[config.mk]
export PLATFORM = sky130hd
export DESIGN_NAME = vga_sync_counter_flat
export DESIGN_NICKNAME = d
export VERILOG_FILES = /design/src/rtl/vga_pkg.sv /design/src/rtl/vga_sync_counter_if.sv /design/src/rtl/vga_sync_counter_score.sv /design/src/rtl/vga_sync_counter.sv /design/src/flat_wrapper.sv
export SDC_FILE = /design/constraint.sdc
export NUM_CORES = 1
export LEC_CHECK = 0
export BUFFER_PORTS_ARGS = -buffer_cell sky130_fd_sc_hd__buf_2
export CORE_ASPECT_RATIO = 0.9
export CORE_MARGIN = 1.5
export CORE_UTILIZATION = 50
export DETAILED_ROUTE_END_ITERATION = 10
export GPL_ROUTABILITY_DRIVEN = 1
export PLACE_DENSITY = 0.83
export RECOVER_POWER = 25
export SETUP_SLACK_MARGIN = 0.5
export SLEW_MARGIN = 20
export SYNTH_ARGS = -nofsm -noshare
export SYNTH_HDL_FRONTEND = slang
export SYNTH_HIERARCHICAL = 1
export SYNTH_SLANG_ARGS = --single-unit
[constraint.sdc]
create_clock -name clk -period 4.2 [get_ports clk]
set_input_delay 0.42 -clock clk [delete_from_list [all_inputs] [get_ports clk]]
set_output_delay 0.42 -clock clk [all_outputs]
set_load 0.05 [all_outputs]
[src/rtl/vga_pkg.sv]
// vga_pkg: 640x480@60Hz timing constants, score width and coordinate type
package vga_pkg;
  localparam int H_DISPLAY = 640;
  localparam int H_FRONT   = 16;
  localparam int H_SYNC    = 96;
  localparam int H_BACK    = 48;
  localparam int H_TOTAL   = H_DISPLAY + H_FRONT + H_SYNC + H_BACK;
  localparam int V_DISPLAY = 480;
  localparam int V_FRONT   = 10;
  localparam int V_SYNC    = 2;
  localparam int V_BACK    = 33;
  localparam int V_TOTAL   = V_DISPLAY + V_FRONT + V_SYNC + V_BACK;
  localparam int TICK_DIV  = 4;
  localparam int SCORE_W   = 5;
  typedef logic [9:0] coord_t;
endpackage

[src/rtl/vga_sync_counter_if.sv]
// vga_sync_counter_if: goal/clear inputs and sync, coordinate and LED outputs
interface vga_sync_counter_if;
  logic                        hit;
  logic                        score_clr;
  logic                        hsync;
  logic                        vsync;
  logic                        video_on;
  logic                        p_tick;
  vga_pkg::coord_t             x;
  vga_pkg::coord_t             y;
  logic [vga_pkg::SCORE_W-1:0] led;
  modport master (input hit, score_clr, output hsync, vsync, video_on, p_tick, x, y, led);
  modport slave  (output hit, score_clr, input hsync, vsync, video_on, p_tick, x, y, led);
endinterface

[src/rtl/vga_sync_counter_score.sv]
// score_counter: counts hit rising edges into a saturating thermometer LED code
module score_counter
  import vga_pkg::*;
(
  input  logic               clk,
  input  logic               reset,
  input  logic               hit,
  input  logic               clr,
  output logic [SCORE_W-1:0] led
);
  logic               hit_q, hit_d;
  logic [SCORE_W-1:0] led_q, led_d;
  always_comb begin
    hit_d = hit;
    led_d = clr ? '0 : (hit && !hit_q) ? {led_q[SCORE_W-2:0], 1'b1} : led_q;
  end
  always_ff @(posedge clk or posedge reset) begin
    if (reset) begin
      hit_q <= 1'b0;
      led_q <= '0;
    end else begin
      hit_q <= hit_d;
      led_q <= led_d;
    end
  end
  assign led = led_q;
endmodule

[src/rtl/vga_sync_counter.sv]
// vga_sync_counter: VGA pixel tick, x/y scan counters, registered syncs and LED score
module vga_sync_counter
  import vga_pkg::*;
#(
  parameter int HD = H_DISPLAY,
  parameter int HF = H_FRONT,
  parameter int HS = H_SYNC,
  parameter int HB = H_BACK,
  parameter int VD = V_DISPLAY,
  parameter int VF = V_FRONT,
  parameter int VS = V_SYNC,
  parameter int VB = V_BACK
) (
  input logic                clk,
  input logic                reset,
  vga_sync_counter_if.master bus
);
  localparam coord_t H_LAST = coord_t'(HD + HF + HS + HB - 1);
  localparam coord_t V_LAST = coord_t'(VD + VF + VS + VB - 1);
  localparam coord_t HS_BEG = coord_t'(HD + HF);
  localparam coord_t HS_END = coord_t'(HD + HF + HS - 1);
  localparam coord_t VS_BEG = coord_t'(VD + VF);
  localparam coord_t VS_END = coord_t'(VD + VF + VS - 1);
  localparam coord_t H_VIS  = coord_t'(HD);
  localparam coord_t V_VIS  = coord_t'(VD);
  logic [1:0] div_q, div_d;
  coord_t     x_q, x_d, y_q, y_d, x_n, y_n;
  logic       hsync_q, hsync_d, vsync_q, vsync_d, p_tick;
  assign p_tick = div_q == 2'(TICK_DIV - 1);
  // syncs are decoded from the next coordinates so they stay aligned with x/y
  always_comb begin
    div_d   = div_q + 2'd1;
    x_n     = (x_q == H_LAST) ? '0 : x_q + 10'd1;
    y_n     = (x_q != H_LAST) ? y_q : (y_q == V_LAST) ? '0 : y_q + 10'd1;
    x_d     = p_tick ? x_n : x_q;
    y_d     = p_tick ? y_n : y_q;
    hsync_d = p_tick ? !(x_n >= HS_BEG && x_n <= HS_END) : hsync_q;
    vsync_d = p_tick ? !(y_n >= VS_BEG && y_n <= VS_END) : vsync_q;
  end
  always_ff @(posedge clk or posedge reset) begin
    if (reset) begin
      div_q   <= '0;
      x_q     <= '0;
      y_q     <= '0;
      hsync_q <= 1'b1;
      vsync_q <= 1'b1;
    end else begin
      div_q   <= div_d;
      x_q     <= x_d;
      y_q     <= y_d;
      hsync_q <= hsync_d;
      vsync_q <= vsync_d;
    end
  end
  score_counter u_score (
    .clk  (clk),
    .reset(reset),
    .hit  (bus.hit),
    .clr  (bus.score_clr),
    .led  (bus.led)
  );
  assign bus.p_tick   = p_tick;
  assign bus.x        = x_q;
  assign bus.y        = y_q;
  assign bus.hsync    = hsync_q;
  assign bus.vsync    = vsync_q;
  assign bus.video_on = (x_q < H_VIS) && (y_q < V_VIS);
endmodule

[src/flat_wrapper.sv]
// flat-port wrapper written by rule: the top's interface ports become plain ports
module vga_sync_counter_flat import vga_pkg::*;
#(
  parameter int HD = H_DISPLAY,
  parameter int HF = H_FRONT,
  parameter int HS = H_SYNC,
  parameter int HB = H_BACK,
  parameter int VD = V_DISPLAY,
  parameter int VF = V_FRONT,
  parameter int VS = V_SYNC,
  parameter int VB = V_BACK
)
  (clk, reset, bus_hit, bus_score_clr, bus_hsync, bus_vsync, bus_video_on, bus_p_tick, bus_x, bus_y, bus_led);
  vga_sync_counter_if bus_i ();
  input logic clk;
  input logic reset;
  input wire logic [$bits(bus_i.hit)-1:0] bus_hit;
  input wire logic [$bits(bus_i.score_clr)-1:0] bus_score_clr;
  output wire logic [$bits(bus_i.hsync)-1:0] bus_hsync;
  output wire logic [$bits(bus_i.vsync)-1:0] bus_vsync;
  output wire logic [$bits(bus_i.video_on)-1:0] bus_video_on;
  output wire logic [$bits(bus_i.p_tick)-1:0] bus_p_tick;
  output wire logic [$bits(bus_i.x)-1:0] bus_x;
  output wire logic [$bits(bus_i.y)-1:0] bus_y;
  output wire logic [$bits(bus_i.led)-1:0] bus_led;
  assign bus_i.hit = bus_hit;
  assign bus_i.score_clr = bus_score_clr;
  assign bus_hsync = bus_i.hsync;
  assign bus_vsync = bus_i.vsync;
  assign bus_video_on = bus_i.video_on;
  assign bus_p_tick = bus_i.p_tick;
  assign bus_x = bus_i.x;
  assign bus_y = bus_i.y;
  assign bus_led = bus_i.led;
  vga_sync_counter #(.HD(HD), .HF(HF), .HS(HS), .HB(HB), .VD(VD), .VF(VF), .VS(VS), .VB(VB)) u_core (.clk(clk), .reset(reset), .bus(bus_i));
endmodule
### Yosys cells after proc, flatten, opt, wreduce, memory -nomap -nowiden

Cells that the tools add are included.
Widths: inputs -> output; s select.

| word-level totals | value |
|---|---|
| bits in registers | 30 |
| output and inout port bits | 29 |
| bits of input ports | 4 |
| word-level logic and storage cells | 33 |

| operators by class | value |
|---|---|
| mux-type cells | 5 |
| order comparisons | 6 |
| equality and inequality tests | 4 |
| add/sub/neg operators | 3 |
| reductions and logical operators | 8 |

Operator list:

| kind | number |
|---|---|
| $mux 10 | 3 |
| $add 10x1->10 const B | 2 |
| $eq 10x10->1 const B | 2 |
| $ge 10x10->1 const B | 1 |
| $ge 10x9->1 const B | 1 |
| $le 10x10->1 const B | 1 |
| $le 10x9->1 const B | 1 |
| $lt 10x10->1 const B | 1 |
| $lt 10x9->1 const B | 1 |
| $mux 5 | 2 |
| $ne 10x10->1 const B | 1 |
| $logic_and 1x1->1 | 4 |
| $logic_not 1->1 | 3 |
| $add 2x1->2 const B | 1 |
| $eq 2x2->1 const B | 1 |
| $reduce_bool 2->1 | 1 |

### Longest topological paths before layout

| depth | value |
|---|---|
| depth in word-level cells | 6 |
| mapped depth | 8 |
| mapped depth without buffers | 7 |

### Modules after synthesis

Netlist, hierarchy kept.

By module, submodules not included:

| module | cells each | times used | sequential area each (um2) | area each (um2) |
|---|---|---|---|---|
| vga_sync_counter | 186 | 1 | 603.1 | 1604.0 |
| score_counter | 20 | 1 | 150.1 | 259.0 |

### Least setup slack after synthesis

OpenSTA, ideal clock, no wires.

| timing | value |
|---|---|
| path kind | reg-to-output |
| start | register u_core.x_q[7], in the netlist u_core/bus.x[7] |
| end | output port bus_video_on |
| cell stages (with the launch flop) | 4 |
| path buffers | 1 |
| slack | 1756 ps |
| required time | 3780 ps |
| arrival time | 2024 ps |
| cells stage by stage | dfrtp_1 clkbuf_1 o21a_1 nor3_1 |

| on the way | value |
|---|---|
| longest elaborated chain between the ends | 2 |

RTL lines:

| item | RTL line | source |
|---|---|---|
| start: declaration | vga_sync_counter.sv:27 | `coord_t x_q, x_d, y_q, y_d, x_n, y_n;` |
| start signal: assignment | vga_sync_counter.sv:43 | `x_q <= '0;` |
| start signal: assignment | vga_sync_counter.sv:49 | `x_q <= x_d;` |
| $lt 10x10->1 | vga_sync_counter.sv:67 | `assign bus.video_on = (x_q < H_VIS) && (y_q < V_VIS);` |
| $logic_and 1x1->1 | vga_sync_counter.sv:67 |  |
| end: declaration | flat_wrapper.sv:21 | `output wire logic [$bits(bus_i.video_on)-1:0] bus_video_on;` |

Every way passes these cells.

### Final worst setup path

| timing | value |
|---|---|
| start | register u_core.x_q[1], in the netlist u_core/bus.x[1] |
| end | register u_core.y_q[8], in the netlist u_core/bus.y[8] |

| on the way | value |
|---|---|
| longest elaborated chain between the ends | 2 |

RTL lines:

| item | RTL line | source |
|---|---|---|
| $ne 10x10->1 | vga_sync_counter.sv:34 | `y_n = (x_q != H_LAST) ? y_q : (y_q == V_LAST) ? '0 : y_q + 10'd1;` |
| $mux 10 | vga_sync_counter.sv:34 |  |
| end signal: assignment | vga_sync_counter.sv:50 | `y_q <= y_d;` |
| end: declaration | vga_sync_counter.sv:27 |  |

Every way passes these cells.
A chain may end at the register's enable or synchronous reset.

==> metrics.txt <==
num rows 20; Worst setup SP type flop; Worst path top cell family by delay simple AND/OR/NAND/NOR gates; first-pass GRT wire length roughly 6300 µm; vias per inst 5.87; top cell type's share of synthesized area 37.6%; NumNets Final approximately 240; via count ~1600; synth-to-layout area growth 10.9%; hpwl dp 2720 µm; max incr delay on CP 580 ps; core area roughly 3500 µm²; Initial Utilization 53.6%; RSZ-0062 raised after global routing no; async set-or-reset flop fraction in the synthesized netlist 100%; Reg2Reg Setup Slack 1680 ps; utilization after layout 59.4%; number of buffers on the longest clock path 2; worst vdd ir around 0.12 mV; port buffer count 32; Clock Root Buffer clkbuf_8; synthesized area per cell 9.04 µm²; Routed Antenna Nets 0; Clock Sinks 30; die width 67.3 µm; CP Cell Sequence ha_1 -> nand4_2 -> nor3_2 -> nand2_1 -> or3_1 -> nand3_1; Mapped Area 1860 µm²; number of cells on the critical path 6; Seq/Total Area, Yosys 40.4%; Ys Warns 6; largest net degree at the start of global routing 26; Synth Area in Compound Gates 17.5%; drc violations 0; Critical Path RT 4420 ps; Chip Height 60.9 µm; power density cells between 200 and 300 nW/µm²; Total Die Area 4100 µm²; GRT Overall Usage 21.4%; CP Max Fanout 12; Slew @ Worst Pin between 900 and 1000 ps; I/O pin total 33; H-tree depth 2; WL per Instance ~14 µm; Final min period 2520 ps; type of the worst setup path flop to flop; Pre-antenna DRT Iters 4; synth top area cells dfrtp_1 (38%), o21ai_0 (6.2%), nand2_1 (4.0%); WP data arrival 2740 ps; max capacitance violation total 0; Mapped Nets 215; antenna cells 0; EDFF count, synth 0; Reg-to-Reg Start u_core/bus.x[1]; CP endpoint kind flop; main combinational cell family by area after synthesis simple AND/OR/NAND/NOR gates; cts repair resizes 0; Synth cell types 51; fin crit share 60.1%; layout cells sized above 1 20.2%; DRT Wirelength around 4000 µm; Hold/Removal Path Class input pin to asynchronous set/reset pin; gr ovfl total 0; initial antenna violation count 0; GP Congestion 0.852; Synth area leader dfrtp_1; Final Slew Violations 0; Syn Inst Count 206; Hold Buf Count CTS 0; R2R depth 6; Seq cells post-synth 30; clock skew between 2 and 2.5 ps; Leak 0.000925 µW; post-synthesis adder-cell area fraction 3.36%; r2r endpoint u_core/bus.y[8]; setup TNS 0 ps; Worst-path clk slew 60 ps; CTS tree yes; outcome completed; DRT iter0 DRCs 168; Buf/Inv on CP 0; slowest stage cell, crit path nor3_2; post-synthesis simple-gate area fraction 25.7%; Rel. slew slack 39.5%; Most used DFF post-synth dfrtp_1; Hold Vio Cnt, Final 0; fmax 396 MHz; vias in the first global route between 1000 and 1500; # setup viols final 0; mux cell area share after synthesis 3.83%; worst-skew pair later-pin latency 280 ps; postcts setup bufs 0; Synth Area in XOR/XNOR 2.82%; CTS buffer count 5
-- worst max path at each step --
| stage | from | to | slack (ps) |
|---|---|---|---|
| floorplan | u_core/bus.x[7] | bus_video_on | 1760 |
| global placement | u_core/bus.x[1] | u_core/bus.y[8] | 1790 |
| detailed placement | u_core/bus.x[1] | u_core/bus.y[8] | 1720 |
| CTS | u_core/bus.x[1] | u_core/bus.y[8] | 1710 |
| global route | u_core/bus.x[1] | u_core/bus.y[8] | 1470 |
| finish | u_core/bus.x[1] | u_core/bus.y[8] | 1680 |
-- registers in the layout, indices dropped and copies added, names as in the netlist --
name / cells
u_core/bus.hsync: 1
u_core/bus.x: 10
u_core/u_score/led: 5
u_core/bus.y: 10
u_core/bus.vsync: 1
u_core/u_score/hit_q: 1
u_core/div_q: 2
-- layout by cell type, fill, tap and decap left out, types with 3 or more instances in the layout --
cell type,Yosys,final
a21oi_1,7,7
nor2_1,11,11
dfrtp_1,28,28
mux2i_1,6,6
xnor2_1,5,5
buf_2,1,31
clkbuf_1,5,3
o21ai_0,23,23
nand2_1,20,20
clkbuf_8,0,5
ha_1,5,5
inv_1,11,11
nand4_1,3,3
o31ai_1,3,3
nand2b_1,7,8
and3_1,3,3
a31oi_1,3,3
o22ai_1,3,3
nor3_1,5,5
nand3_1,15,15
-- stage by stage --
stage,cells,cell area [µm²],power [µW],hold slack [ps],setup slack (ps)
detailed placement,270,2000,314,351,1720
floorplan,206,1860,310,211,1760
global placement,270,2000,314,347,1790
finish,277,2070,522,48.3,1680
global route,277,2070,544,61.6,1470
CTS,277,2080,529,45.8,1710
-- cell families (layout without fill, tap and decap cells) --
group	count (synthesis)	count (layout)
AND/OR/NAND/NOR	83	83
AO/OA/AOI/OAI	52	52
flip-flops	30	30
buffers and inverters	23	50
multiplexers	7	7
XOR/XNOR	6	6
adder cells (fa/ha/maj)	5	5
-- final cells by class --
cell class,count,area [µm²]
fill,313,1410
multi-input combinational,153,982
sequential,30,753
timing repair buffer,32,159
clock buffer,7,76.3
tap,44,55.1
inverter,11,41.3
-- per-layer routing --
| layer | wire (µm) | GRT usage (%) |
|---|---|---|
| met5 | 0 | 0 |
| met1 | 1930 | 30.7 |
| met4 | 82 | 11.4 |
| met3 | 215 | 4.45 |
| met2 | 1770 | 30.3 |
-- power breakdown --
part | total (µW) | internal [µW] | switching [µW]
clock network | 214 | 114 | 100
registers | 292 | 291 | 0.837
logic | 16.3 | 3.88 | 12.4
total | 522 | 408 | 113
-- synth_stat cells (4+ instances only) --
cell      count
inv_1        11
nor2_1       11
nor3_1        5
buf_6         4
nand3_1      15
o21ai_0      23
ha_1          5
dfrtp_1      28
nand2b_1      7
mux2i_1       6
xnor2_1       5
clkbuf_1      5
a21oi_1       7
nand2_1      20
Note: power is estimated with default switching activity, not from simulation.
